## src/rtl/of_ex_stall_ctrl_pkg.sv

```systemverilog
// Shared definitions for the OF/EX pipeline control slice.
// Holds the opcode field encodings, the NOP instruction word and the
// run-length state type used by the stall controller.
package of_ex_stall_ctrl_pkg;

  localparam logic [4:0] OP_NOP  = 5'b01101;
  localparam logic [4:0] OP_B    = 5'b10010;
  localparam logic [4:0] OP_BEQ  = 5'b10000;
  localparam logic [4:0] OP_BGT  = 5'b10001;
  localparam logic [4:0] OP_CALL = 5'b10011;
  localparam logic [4:0] OP_RET  = 5'b10100;
  localparam logic [4:0] OP_ST   = 5'b01111;

  // NOP: opcode in [31:27], every other bit zero -> 32'h6800_0000
  localparam logic [31:0] NOP_INSN = {OP_NOP, 27'b0};

  typedef enum logic {
    RL_RUN   = 1'b0,
    RL_STALL = 1'b1
  } rl_state_t;

endpackage

```

## src/rtl/of_ex_stall_ctrl_pipe_reg.sv

```systemverilog
// pipe_reg: parameterised pipeline latch.
// Ports:
//   clk        - rising-edge clock
//   reset      - synchronous active-high; loads bubble_val
//   load       - capture d
//   bubble     - load bubble_val (wins over load)
//   bubble_val - value used for reset and bubbles
//   d / q      - data in / latched data out
module pipe_reg #(
  parameter int W = 32
) (
  input  logic         clk,
  input  logic         reset,
  input  logic         load,
  input  logic         bubble,
  input  logic [W-1:0] bubble_val,
  input  logic [W-1:0] d,
  output logic [W-1:0] q
);

  always_ff @(posedge clk) begin
    if (reset || bubble) begin
      q <= bubble_val;
    end else if (load) begin
      q <= d;
    end
  end

endmodule

```

## src/rtl/of_ex_stall_ctrl.sv

```systemverilog
// of_ex_stall_ctrl: IF/OF and OF/EX pipeline latches with interlock stall,
// branch flush, saturating stall/flush counters and an overlong-stall flag.
//
// state    | meaning
// ---------+------------------------------------------------------------
// RL_RUN   | pipeline advancing or flushing; run length is zero
// RL_STALL | inside a run of back-to-back interlock cycles
//
// Ports:
//   clk, reset                     - clock, synchronous active-high reset
//   isDataInterLock                - RAW hazard on the instruction in OF
//   isBranchTaken                  - EX resolved a taken control transfer
//   IF_pc, IF_instruction          - fetch stage outputs
//   OF_A, OF_B, OF_op2             - operands read in OF
//   OF_pc, OF_instruction, OF_valid - IF/OF latch
//   EX_pc, EX_IR, EX_A, EX_B, EX_op2, EX_valid - OF/EX latch
//   pc_enable                      - combinational fetch advance enable
//   stall_count, flush_count       - saturating event counters
//   stall_error                    - sticky overlong-stall flag
module of_ex_stall_ctrl
  import of_ex_stall_ctrl_pkg::*;
#(
  parameter int MAX_STALL = 3,
  parameter int CNT_W     = 16
) (
  input  logic             clk,
  input  logic             reset,
  input  logic             isDataInterLock,
  input  logic             isBranchTaken,
  input  logic [31:0]      IF_pc,
  input  logic [31:0]      IF_instruction,
  input  logic [31:0]      OF_A,
  input  logic [31:0]      OF_B,
  input  logic [31:0]      OF_op2,
  output logic [31:0]      OF_pc,
  output logic [31:0]      OF_instruction,
  output logic             OF_valid,
  output logic [31:0]      EX_pc,
  output logic [31:0]      EX_IR,
  output logic [31:0]      EX_A,
  output logic [31:0]      EX_B,
  output logic [31:0]      EX_op2,
  output logic             EX_valid,
  output logic             pc_enable,
  output logic [CNT_W-1:0] stall_count,
  output logic [CNT_W-1:0] flush_count,
  output logic             stall_error
);

  localparam int              RL_W   = $clog2(MAX_STALL + 2);
  localparam logic [RL_W-1:0] RL_SAT = RL_W'(MAX_STALL + 1);
  localparam logic [RL_W-1:0] RL_ONE = RL_W'(1);
  localparam logic [CNT_W-1:0] CNT_ONE = CNT_W'(1);

  localparam int IFOF_W = 65;
  localparam int OFEX_W = 161;

  logic            stall;
  logic            advance;
  rl_state_t       rl_state;
  logic [RL_W-1:0] run_len;
  logic [RL_W-1:0] run_len_next;

  // A flush overrides the interlock; an empty OF slot cannot interlock.
  assign stall     = isDataInterLock & OF_valid & ~isBranchTaken;
  assign advance   = ~isBranchTaken & ~stall;
  assign pc_enable = ~reset & ~stall;

  pipe_reg #(.W(IFOF_W)) u_if_of (
    .clk        (clk),
    .reset      (reset),
    .load       (advance),
    .bubble     (isBranchTaken),
    .bubble_val ({1'b0, 32'h0, NOP_INSN}),
    .d          ({1'b1, IF_pc, IF_instruction}),
    .q          ({OF_valid, OF_pc, OF_instruction})
  );

  // A stalled OF instruction stays put, so EX receives a bubble instead.
  pipe_reg #(.W(OFEX_W)) u_of_ex (
    .clk        (clk),
    .reset      (reset),
    .load       (advance),
    .bubble     (isBranchTaken | stall),
    .bubble_val ({1'b0, 32'h0, NOP_INSN, 32'h0, 32'h0, 32'h0}),
    .d          ({OF_valid, OF_pc, OF_instruction, OF_A, OF_B, OF_op2}),
    .q          ({EX_valid, EX_pc, EX_IR, EX_A, EX_B, EX_op2})
  );

  // Length of the stall run including this cycle, saturating.
  always_comb begin
    run_len_next = RL_ONE;
    if (rl_state == RL_STALL) begin
      run_len_next = (run_len == RL_SAT) ? RL_SAT : run_len + RL_ONE;
    end
  end

  always_ff @(posedge clk) begin
    if (reset) begin
      rl_state    <= RL_RUN;
      run_len     <= '0;
      stall_count <= '0;
      flush_count <= '0;
      stall_error <= 1'b0;
    end else if (isBranchTaken) begin
      rl_state <= RL_RUN;
      run_len  <= '0;
      if (flush_count != '1) begin
        flush_count <= flush_count + CNT_ONE;
      end
    end else if (stall) begin
      rl_state <= RL_STALL;
      run_len  <= run_len_next;
      if (run_len_next == RL_SAT) begin
        stall_error <= 1'b1;
      end
      if (stall_count != '1) begin
        stall_count <= stall_count + CNT_ONE;
      end
    end else begin
      rl_state <= RL_RUN;
      run_len  <= '0;
    end
  end

endmodule

```

## config.mk

```make
export PLATFORM = sky130hd
export DESIGN_NAME = of_ex_stall_ctrl
export DESIGN_NICKNAME = d
export VERILOG_FILES = /design/src/rtl/of_ex_stall_ctrl_pkg.sv /design/src/rtl/of_ex_stall_ctrl_pipe_reg.sv /design/src/rtl/of_ex_stall_ctrl.sv
export SDC_FILE = /design/constraint.sdc
export NUM_CORES = 1
export LEC_CHECK = 0
export ABC_CLOCK_PERIOD_IN_PS = 7400
export CAP_MARGIN = 20
export CORE_MARGIN = 2
export CORE_UTILIZATION = 35
export DETAILED_ROUTE_END_ITERATION = 16
export PLACE_DENSITY = 0.66
export SYNTH_ARGS = -nofsm -noshare
export SYNTH_HDL_FRONTEND = slang
export SYNTH_HIERARCHICAL = 1
export SYNTH_SLANG_ARGS = --single-unit
```

## constraint.sdc

```tcl
create_clock -name clk -period 7.4 [get_ports clk]
set_input_delay 1.48 -clock clk [delete_from_list [all_inputs] [get_ports clk]]
set_output_delay 1.48 -clock clk [all_outputs]
set_load 0.01 [all_outputs]
```

# [Word-level counts from Yosys, hierarchy flattened]
# Index checks and enable logic that the tools add are counted.
[classes] bitwise_logic=8 reduce_logical=7 eq_ne=4 mux=3 add_sub_neg=3
[ops] operator="adder 16 x 1 -> 16 bit (second input constant)" n=2
[ops] operator="!= test 16 bit (second input constant)" n=2
[ops] operator="== test 3 bit (second input constant)" n=2
[ops] operator="2-to-1 mux 3 bit" n=2
[ops] operator="AND reduction 3 bit" n=2
[ops] operator="AND 1 bit" n=4
[ops] operator="adder 3 x 1 -> 3 bit (second input constant)" n=1
[ops] operator="inverter 1 bit" n=3
[ops] operator="OR reduction 3 bit" n=1
[ops] operator="logical OR 1 bit" n=2
[ops] operator="AND reduction 2 bit" n=1
[ops] operator="OR reduction 2 bit" n=1
[ops] operator="2-to-1 mux 1 bit" n=1
[ops] operator="bitwise OR 1 bit" n=1
[word_totals] regBits=263 inputBits=164 output_inout_bits=260

# [Depth between registers and ports, before layout]
# Gate-level depths: netlist of run 1.
[logic_depth] depth_word=5 mapped_depth=6 depth_no_buf=6

# [Hierarchy]
# The synthesis of run 1 kept the hierarchy.
[modules_own_cells] mod="pipe_reg at u_of_ex" cells_each=341 seq_area_each_um2=4834.6 area_per_inst_um2=6807.8 instances=1
[modules_own_cells] mod="pipe_reg at u_if_of" cells_each=139 seq_area_each_um2=1951.9 area_per_inst_um2=3000.4 instances=1
[modules_own_cells] mod="of_ex_stall_ctrl" cells_each=223 seq_area_each_um2=740.7 area_per_inst_um2=1918.1 instances=1

# [Worst setup path after synthesis of run 1]
# No wires, ideal clock.
[synth_path] path_type="in2reg" startpoint="input port isBranchTaken" endpoint="register u_of_ex.q[0], enable pin" slack_ps=1586 t_required_ps=6869 cell_stages=4 arrival_ps=5283 setup_ps=531 path_cell_list="buf_6 > a21o_1 > inv_1 > or3_1"
[synth_between] elab_chain_len=4 word_cells_on_any_way=6 classes_between="5 x bitwise; 1 x reduce/logical"
[synth_lines] element="start: declaration" line="of_ex_stall_ctrl.sv:29" source="input logic isBranchTaken,"
[synth_lines] element="inverter 1 bit (no line) (*)"
[synth_lines] element="AND 1 bit" line="of_ex_stall_ctrl.sv:65" source="assign stall = isDataInterLock & OF_valid & ~isBranchTaken;"
[synth_lines] element="inverter 1 bit (no line)"
[synth_lines] element="AND 1 bit (*)" line="of_ex_stall_ctrl.sv:66" source="assign advance = ~isBranchTaken & ~stall;"
[synth_lines] element="named net advance" line="of_ex_stall_ctrl.sv:59" source="logic advance;"
[synth_lines] element="end signal: assignment" line="of_ex_stall_ctrl_pipe_reg.sv:23" source="q <= bubble_val;"
[synth_lines] element="end: declaration" line="of_ex_stall_ctrl_pipe_reg.sv:18" source="output logic [W-1:0] q"
# The timed path passes the listed nets; every way through them passes the cells marked *.
# A chain may end at the register's enable or synchronous reset.

# [Final worst setup path of run 1]
[layout_path] startpoint="input port isBranchTaken" endpoint="output port pc_enable"
[layout_between] elab_chain_len=4
[layout_lines] element="inverter 1 bit (no line)"
[layout_lines] element="AND 1 bit" line="of_ex_stall_ctrl.sv:65"
[layout_lines] element="inverter 1 bit (no line)"
[layout_lines] element="AND 1 bit" line="of_ex_stall_ctrl.sv:67" source="assign pc_enable = ~reset & ~stall;"
[layout_lines] element="end: declaration" line="of_ex_stall_ctrl.sv:44" source="output logic pc_enable,"
# Every way passes these cells.

==> metrics.md, run 1 <==
| Metric | Value |
|---|---|
| DP Worst Slack | `2750 ps` |
| Cell Area, Synth | `0.0117 mm2` |
| Die Span X | `187 um` |
| Post-layout minimum cycle time | `4670 ps` |
| Syn Inst Count | `703` |
| Row count | `67` |
| Clk_skew | `13.5 ps` |
| Max Root-Sink Buffers | `3` |
| Vias | `7987` |
| Clk sink count | `263` |
| Global-route wire length before repair | `48200 um` |
| R2R cell count | `4` |
| Clock latency on the worst-skew pair | `550 ps` |
| Unrepaired setup endpoints after global routing | `false` |
| FF-to-FF setup slack | `4870 ps` |
| Synth Register Bits | `263` |
| Cts repair resizes | `0` |
| CTS buffer count | `30` |
| Critical Path RT | `5920 ps` |
| Synth cell count leaders | `226 x edfxtp_1, 90 x mux2_1, 90 x mux2_2, 50 x mux2_4, 37 x dfxtp_1` |
| PD cells | `217 mW/mm2` |
| Vias in the first global route | `8173` |
| Number of port buffers | `423` |
| Max IR drop VDD | `156 uV` |
| Seq/Total Area, Yosys | `0.642` |
| Leading area contributor after synthesis | `edfxtp_1` |
| All-Layer GR Usage | `0.178` |
| Final worst path period share | `0.630` |
| Area grow syn2layout | `55.0%` |
| EDFF count, synth | `226` |
| Worst slew pin tran | `1050 ps` |
| Initial drt markers | `326` |
| Sw power | `0.886 mW` |
| Setup TNS Final | `0 ps` |
| Int Pwr | `3.05 mW` |
| CP arrival | `3190 ps` |
| IO Pins | `424` |
| Sequential Power Share | `0.459` |
| Fmax | `0.214 GHz` |
| Core area | `0.0333 mm2` |
| # DRC | `0` |
| Hold-fix buffers, CTS | `0` |
| Synth top area share | `0.579` |
| CTS tree | `done` |
| Share of total power in the clock network | `0.384` |
| Setup-failing EPs final | `0` |
| CP endpoint kind | `primary output` |
| Max Cap Violations | `0` |
| FF-to-FF End | `u_of_ex/q[159]` |
| Avg Vias per Cell | `4.35` |
| Reg2reg start | `u_if_of/q[64]` |
| Layout cells sized above 1 | `0.147` |
| Comb power frac | `0.158` |
| Top_reg_cell synth | `edfxtp_1` |
| Crit start category | `input port` |
| Root buf cell | `clkbuf_16` |
| Warnings, synthesis | `6` |
| Number of setup buffers added after CTS | `0` |
| Detailed Place HPWL | `23000 um` |
| DIE AREA | `0.0350 mm2` |
| Reg clk slew, reported paths | `60 ps` |
| Syn avg cell area | `16.7 um2` |
| Initial antenna violation count | `4` |
| Kind of critical path | `input port to primary output` |
| Initial core utilization | `0.352` |
| Routed Antenna Nets | `0` |
| Synth async-reset ratio | `0` |
| Sw frac | `0.225` |
| Hold Crit Class | `register to register` |
| Fin worst setup slack | `2730 ps` |
| Worst-path maximum fanout | `12` |
| Most frequent cell after synthesis | `edfxtp_1` |
| Routed wire length | `32100 um` |
| CP startpoint | `isBranchTaken` |
| Largest net degree at the start of global routing | `75` |
| Outcome | `finished clean` |
| Layout net count | `1529` |
| Slew Limit Fails | `0` |
| WL per Instance | `17.5 um` |
| Global route overflow | `0` |
| H-tree depth | `1` |
| Setup crit end | `pc_enable` |
| Final hold violation count | `0` |
| Netlist cell types | `52` |
| Drt pass-1 iters | `4` |
| P_leak | `6.96 nW` |
| Largest cells by area after synthesis | `edfxtp_1 58%, mux2_1 8.6%, mux2_2 8.6%` |
| Gpl congestion | `0.827` |
| DIE HEIGHT | `187 um` |
| Rel. slew slack | `0.302` |
[worst min path at each step]
stage                     start     endpoint  slack [ps]  cells past startpoint
finish              stall_error  stall_error         480                      2
global route        stall_error  stall_error         510                      2
CTS                 stall_error  stall_error         490                      2
detailed placement  stall_error  stall_error         460                      2
global placement    stall_error  stall_error         460                      2
floorplan              rl_state   run_len[1]         470                      1
[metal layers]
| metal | vias to the layer above | wire, um | global-route usage |
|---|---|---|---|
| li1 | 3850 | - | - |
| met1 | 3795 | 12600 | 0.209 |
| met2 | 286 | 16400 | 0.320 |
| met3 | 52 | 2140 | 0.0430 |
| met4 | 4 | 839 | 0.0534 |
| met5 | - | 27 | 0 |
[worst max-delay path, cell delays in order]
cell and delay (ps):
clkdlybuf4s50_1 740, and3b_2 310, nor2_1 110, clkdlybuf4s50_1 540
[registers in the layout, indices dropped and copies added (netlist names)]
name	cells
rl_state	1
stall_error	1
flush_count	16
u_of_ex/q	161
stall_count	16
run_len	3
u_if_of/q	65
[logic make-up after synthesis]
family | Yosys count | synth area share
AOI/OAI and AO/OA | 48 | 0.0274
xor gates and xnor gates | 2 | 0.00149
adders and majority gates | 4 | 0.00427
buffers and inverters | 41 | 0.0286
DFF | 263 | 0.642
muxes | 233 | 0.239
other | 2 | 0.000640
and+or+nand+nor | 110 | 0.0562
[stage by stage]
step	utilization	total power [mW]	cells	hold WS, ps	area (um2)
6_report	0.546	3.94	1835	482	18200
5_1_grt	0.546	4.09	1835	508	18200
4_1_cts	0.546	3.99	1833	487	18200
3_5_place_dp	0.515	2.47	1777	461	17200
3_3_place_gp	0.515	2.45	1777	462	17200
2_1_floorplan	-	2.09	928	468	12600
[cell type report]
class / instances / area [um2]
Clock buffer: 42 / 911
Clock inverter: 14 / 111
Timing Repair Buffer: 431 / 4290
Fill cell: 2816 / 15100
Antenna cell: 2 / 5.00
Inverter: 11 / 41.3
Multi-Input combinational cell: 624 / 4730
Tap cell: 448 / 561
Sequential cell: 263 / 7530
[power groups by stage]
stage	Sequential, mW	Combinational, mW	Clock, mW
2_1_floorplan	1.90	0.182	0
3_3_place_gp	1.83	0.619	0
6_report	1.81	0.622	1.51
5_1_grt	1.82	0.659	1.61
3_5_place_dp	1.84	0.626	0
4_1_cts	1.81	0.629	1.55
[cell usage in the layout (no fill, tap or decap), types with 5 or more instances in the layout]
master and count:
mux2_2 90, clkbuf_16 34, mux2_1 90, and3_1 6, nand4_1 9, mux2_4 50, clkbuf_1 5, nand3_1 13
clkdlybuf4s50_1 423, nor2b_1 5, conb_1 227, nand2_1 12, nor3_1 12, buf_4 8, edfxtp_1 226, or3_1 7
a21oi_1 16, nor2_1 17, nor4_1 5, o21ai_0 11, clkinv_1 8, inv_1 11, dfxtp_1 37
No activity file was read; power rests on OpenSTA's default activity.
==> inputs of run 2 (changes only) <==
--- a/config.mk
+++ b/config.mk
@@ -5,7 +5,7 @@
 export SDC_FILE = /design/constraint.sdc
 export NUM_CORES = 1
 export LEC_CHECK = 0
-export ABC_CLOCK_PERIOD_IN_PS = 7400
+export ABC_CLOCK_PERIOD_IN_PS = 4300
 export CAP_MARGIN = 20
 export CORE_MARGIN = 2
 export CORE_UTILIZATION = 35
==> constraint.sdc (replaced) <==
create_clock -name clk -period 4.3 [get_ports clk]
set_input_delay 0.86 -clock clk [delete_from_list [all_inputs] [get_ports clk]]
set_output_delay 0.86 -clock clk [all_outputs]
set_load 0.01 [all_outputs]
==> run 2 against run 1 <==
Against the previous run: final cell count down 0.38%; clock power increased by 62%; clock skew fell by 6.6 ps; non-clock buffer count fell by 2; clock-buffer cell count shrank 1; combinational power is 72% higher; core utilization down 0.18 points; critical path depth unchanged; routed wire length shrank 1.5%; worst hold slack gained 0.89 ps; critical endpoint unchanged; largest power group unchanged.
==> metrics.md, run 2 (synthesized netlist as in run 1, its figures left out) <==
| Metric | Value |
|---|---|
| Outcome | `finished clean` |
| Layout net count | `1526 (-0.20%)` |
| Gpl congestion | `0.867 (+4.9%)` |
| Clk_skew | `6.95 ps (-6.57 ps)` |
| Vias | `8023 (+0.45%)` |
| Placed instance area | `0.0172 mm2 (+0.20%)` |
| Die Span X | `187 um (unchanged)` |
| Worst slew pin tran | `1020 ps (-25.3 ps)` |
| Fin worst setup slack | `864 ps (-1870 ps)` |
| CP top delay family | `buffers and inverters` |
| Drt pass-1 iters | `4 (unchanged)` |
| Hold Crit Class | `register to register` |
| CP endpoint kind | `primary output` |
| Hold-fix buffers, CTS | `0 (unchanged)` |
| CP arrival | `2580 ps (-610 ps)` |
| Fmax | `0.291 GHz` |
| Worst-path maximum fanout | `12 (unchanged)` |
| H-tree depth | `1 (unchanged)` |
| CP Buf/Inv Count | `2 (unchanged)` |
| Cts repair resizes | `0 (unchanged)` |
| Routed wire length | `31600 um (-1.5%)` |
| Util after Layout | `0.544 (-0.00177)` |
| Biggest registers after layout | `u_of_ex/q: 161 flops, u_if_of/q: 65 flops` |
| Crit start category | `input port` |
| Power, Total | `6.62 mW (+68%)` |
| Unrepaired setup endpoints after global routing | `false` |
| DP Worst Slack | `860 ps (-1890 ps)` |
| Commonest cells after routing, fill and taps aside | `423 x clkdlybuf4s50_1, 227 x conb_1, 226 x edfxtp_1` |
| Initial antenna violation count | `1 (-3)` |
| Clk sink count | `263 (unchanged)` |
| Max reg flops | `161 (unchanged)` |
| P_leak | `6.92 nW (-0.60%)` |
| DIE HEIGHT | `187 um (unchanged)` |
| PD cells | `365 mW/mm2 (+69%)` |
| Number of setup buffers added after CTS | `0 (unchanged)` |
| Avg Vias per Cell | `4.39 (+0.84%)` |
| Global-route wire length before repair | `48100 um (about the same)` |
| Slew Limit Fails | `0 (unchanged)` |
| Reg clk slew, reported paths | `60 ps (about the same)` |
| CTS tree | `done` |
| CP max stage cell | `clkdlybuf4s50_1` |
| Max Root-Sink Buffers | `3 (unchanged)` |
| Final hold violation count | `0 (unchanged)` |
| Post-layout minimum cycle time | `3440 ps` |
| Area grow syn2layout | `54.5%` |
| Routed Antenna Nets | `0 (unchanged)` |
| Critical Path RT | `3440 ps (-2480 ps)` |
| All-Layer GR Usage | `0.177 (-0.00105)` |
| CP peak stage delay | `750 ps (about the same)` |
| Largest net degree at the start of global routing | `162 (+120%)` |
| Final instance area | `0.0181 mm2 (-0.32%)` |
| Max IR drop VDD | `254 uV (+63%)` |
| Root buf cell | `clkbuf_16` |
| Rel. slew slack | `0.318 (+0.0169)` |
| IO Pins | `424 (unchanged)` |
| Biggest register | `u_of_ex/q` |
| DIE AREA | `0.0350 mm2 (unchanged)` |
| Number of port buffers | `423 (unchanged)` |
| Global route overflow | `0 (unchanged)` |
| CP dominant cell by count | `clkdlybuf4s50_1` |
| Vias in the first global route | `8104 (-0.84%)` |
| WL per Instance | `17.3 um (-1.1%)` |
| Row count | `67 (unchanged)` |
| Layout cells sized above 1 | `0.143 (-0.00444)` |
| Fill cell count | `2874 (+2.1%)` |
| Core area | `0.0333 mm2 (unchanged)` |
| Setup-failing EPs final | `0 (unchanged)` |
| # DRC | `0 (unchanged)` |
| Final worst path period share | `0.799` |
| Leading cell type in the layout, fill and taps excluded | `clkdlybuf4s50_1` |
| Clock latency on the worst-skew pair | `540 ps (about the same)` |
| Initial core utilization | `0.352 (unchanged)` |
| Kind of critical path | `input port to primary output` |
| Setup TNS Final | `0 ps (unchanged)` |
| Initial drt markers | `387 (+19%)` |
| Cell Chain, Critical Path | `clkdlybuf4s50_1, and3b_2, nor2_1, clkdlybuf4s50_1` |
| CTS buffer count | `29 (-3.3%)` |
| Detailed Place HPWL | `22500 um (-1.9%)` |
| Max Cap Violations | `0 (unchanged)` |
run 2: cell types whose count changed in the layout (fill, tap and decap cells not counted):
cell / before / now
diode_2: 2 / 1
buf_12: 0 / 4
buf_4: 8 / 2
inv_4: 1 / 0
clkbuf_8: 3 / 2
clkbuf_16: 34 / 31
clkbuf_1: 5 / 8
clkinv_1: 8 / 6
run 2: cell type report:
type                       count  area [um2]  share of cell area
antenna                        1        2.50            0.000138
clock buffer                  41         833              0.0460
clock inverter                11        97.6             0.00539
inverter                      11        41.3             0.00228
multi-input combinational    624        4730               0.261
sequential                   263        7530               0.415
tap                          448         561              0.0309
timing repair buffer         429        4330               0.239
run 2: worst register-to-register path, cell delays in order (launching register included):
cell	delay (ps)
edfxtp_1	520
a21o_1	260
inv_1	90
or3_4	130
buf_12	630
run 2: stage by stage:
step / cells / hold slack (ps)
floorplan: 928 / 468
global placement: 1775 / 467
detailed placement: 1775 / 462
CTS: 1827 / 483
global route: 1828 / 533
finish: 1828 / 482
run 2: power by group:
part / internal [mW] / leakage (nW) / switching, mW
Combinational: 0.645 / 3.82 / 0.425
Sequential: 3.03 / 2.65 / 0.0819
Clock: 1.46 / 0.455 / 0.982
run 2: path summary, 6_finish.rpt:
path	startpoint	to	slack, ps	cells after the start
worst max-delay path	isBranchTaken	pc_enable	860	4
worst min register to register	stall_error	stall_error	480	2
worst max register to register	u_if_of/q[64]	u_of_ex/q[112]	2140	4
worst min-delay path	stall_error	stall_error	480	2
run 2: routing by layer:
| layer | global-route usage | vias up | part of all wire |
|---|---|---|---|
| li1 | - | 3840 | - |
| met4 | 0.0452 | 0 | 0.020 |
| met2 | 0.331 | 256 | 0.53 |
| met1 | 0.199 | 3884 | 0.38 |
| met5 | 0 | - | 0 |
| met3 | 0.0439 | 43 | 0.063 |
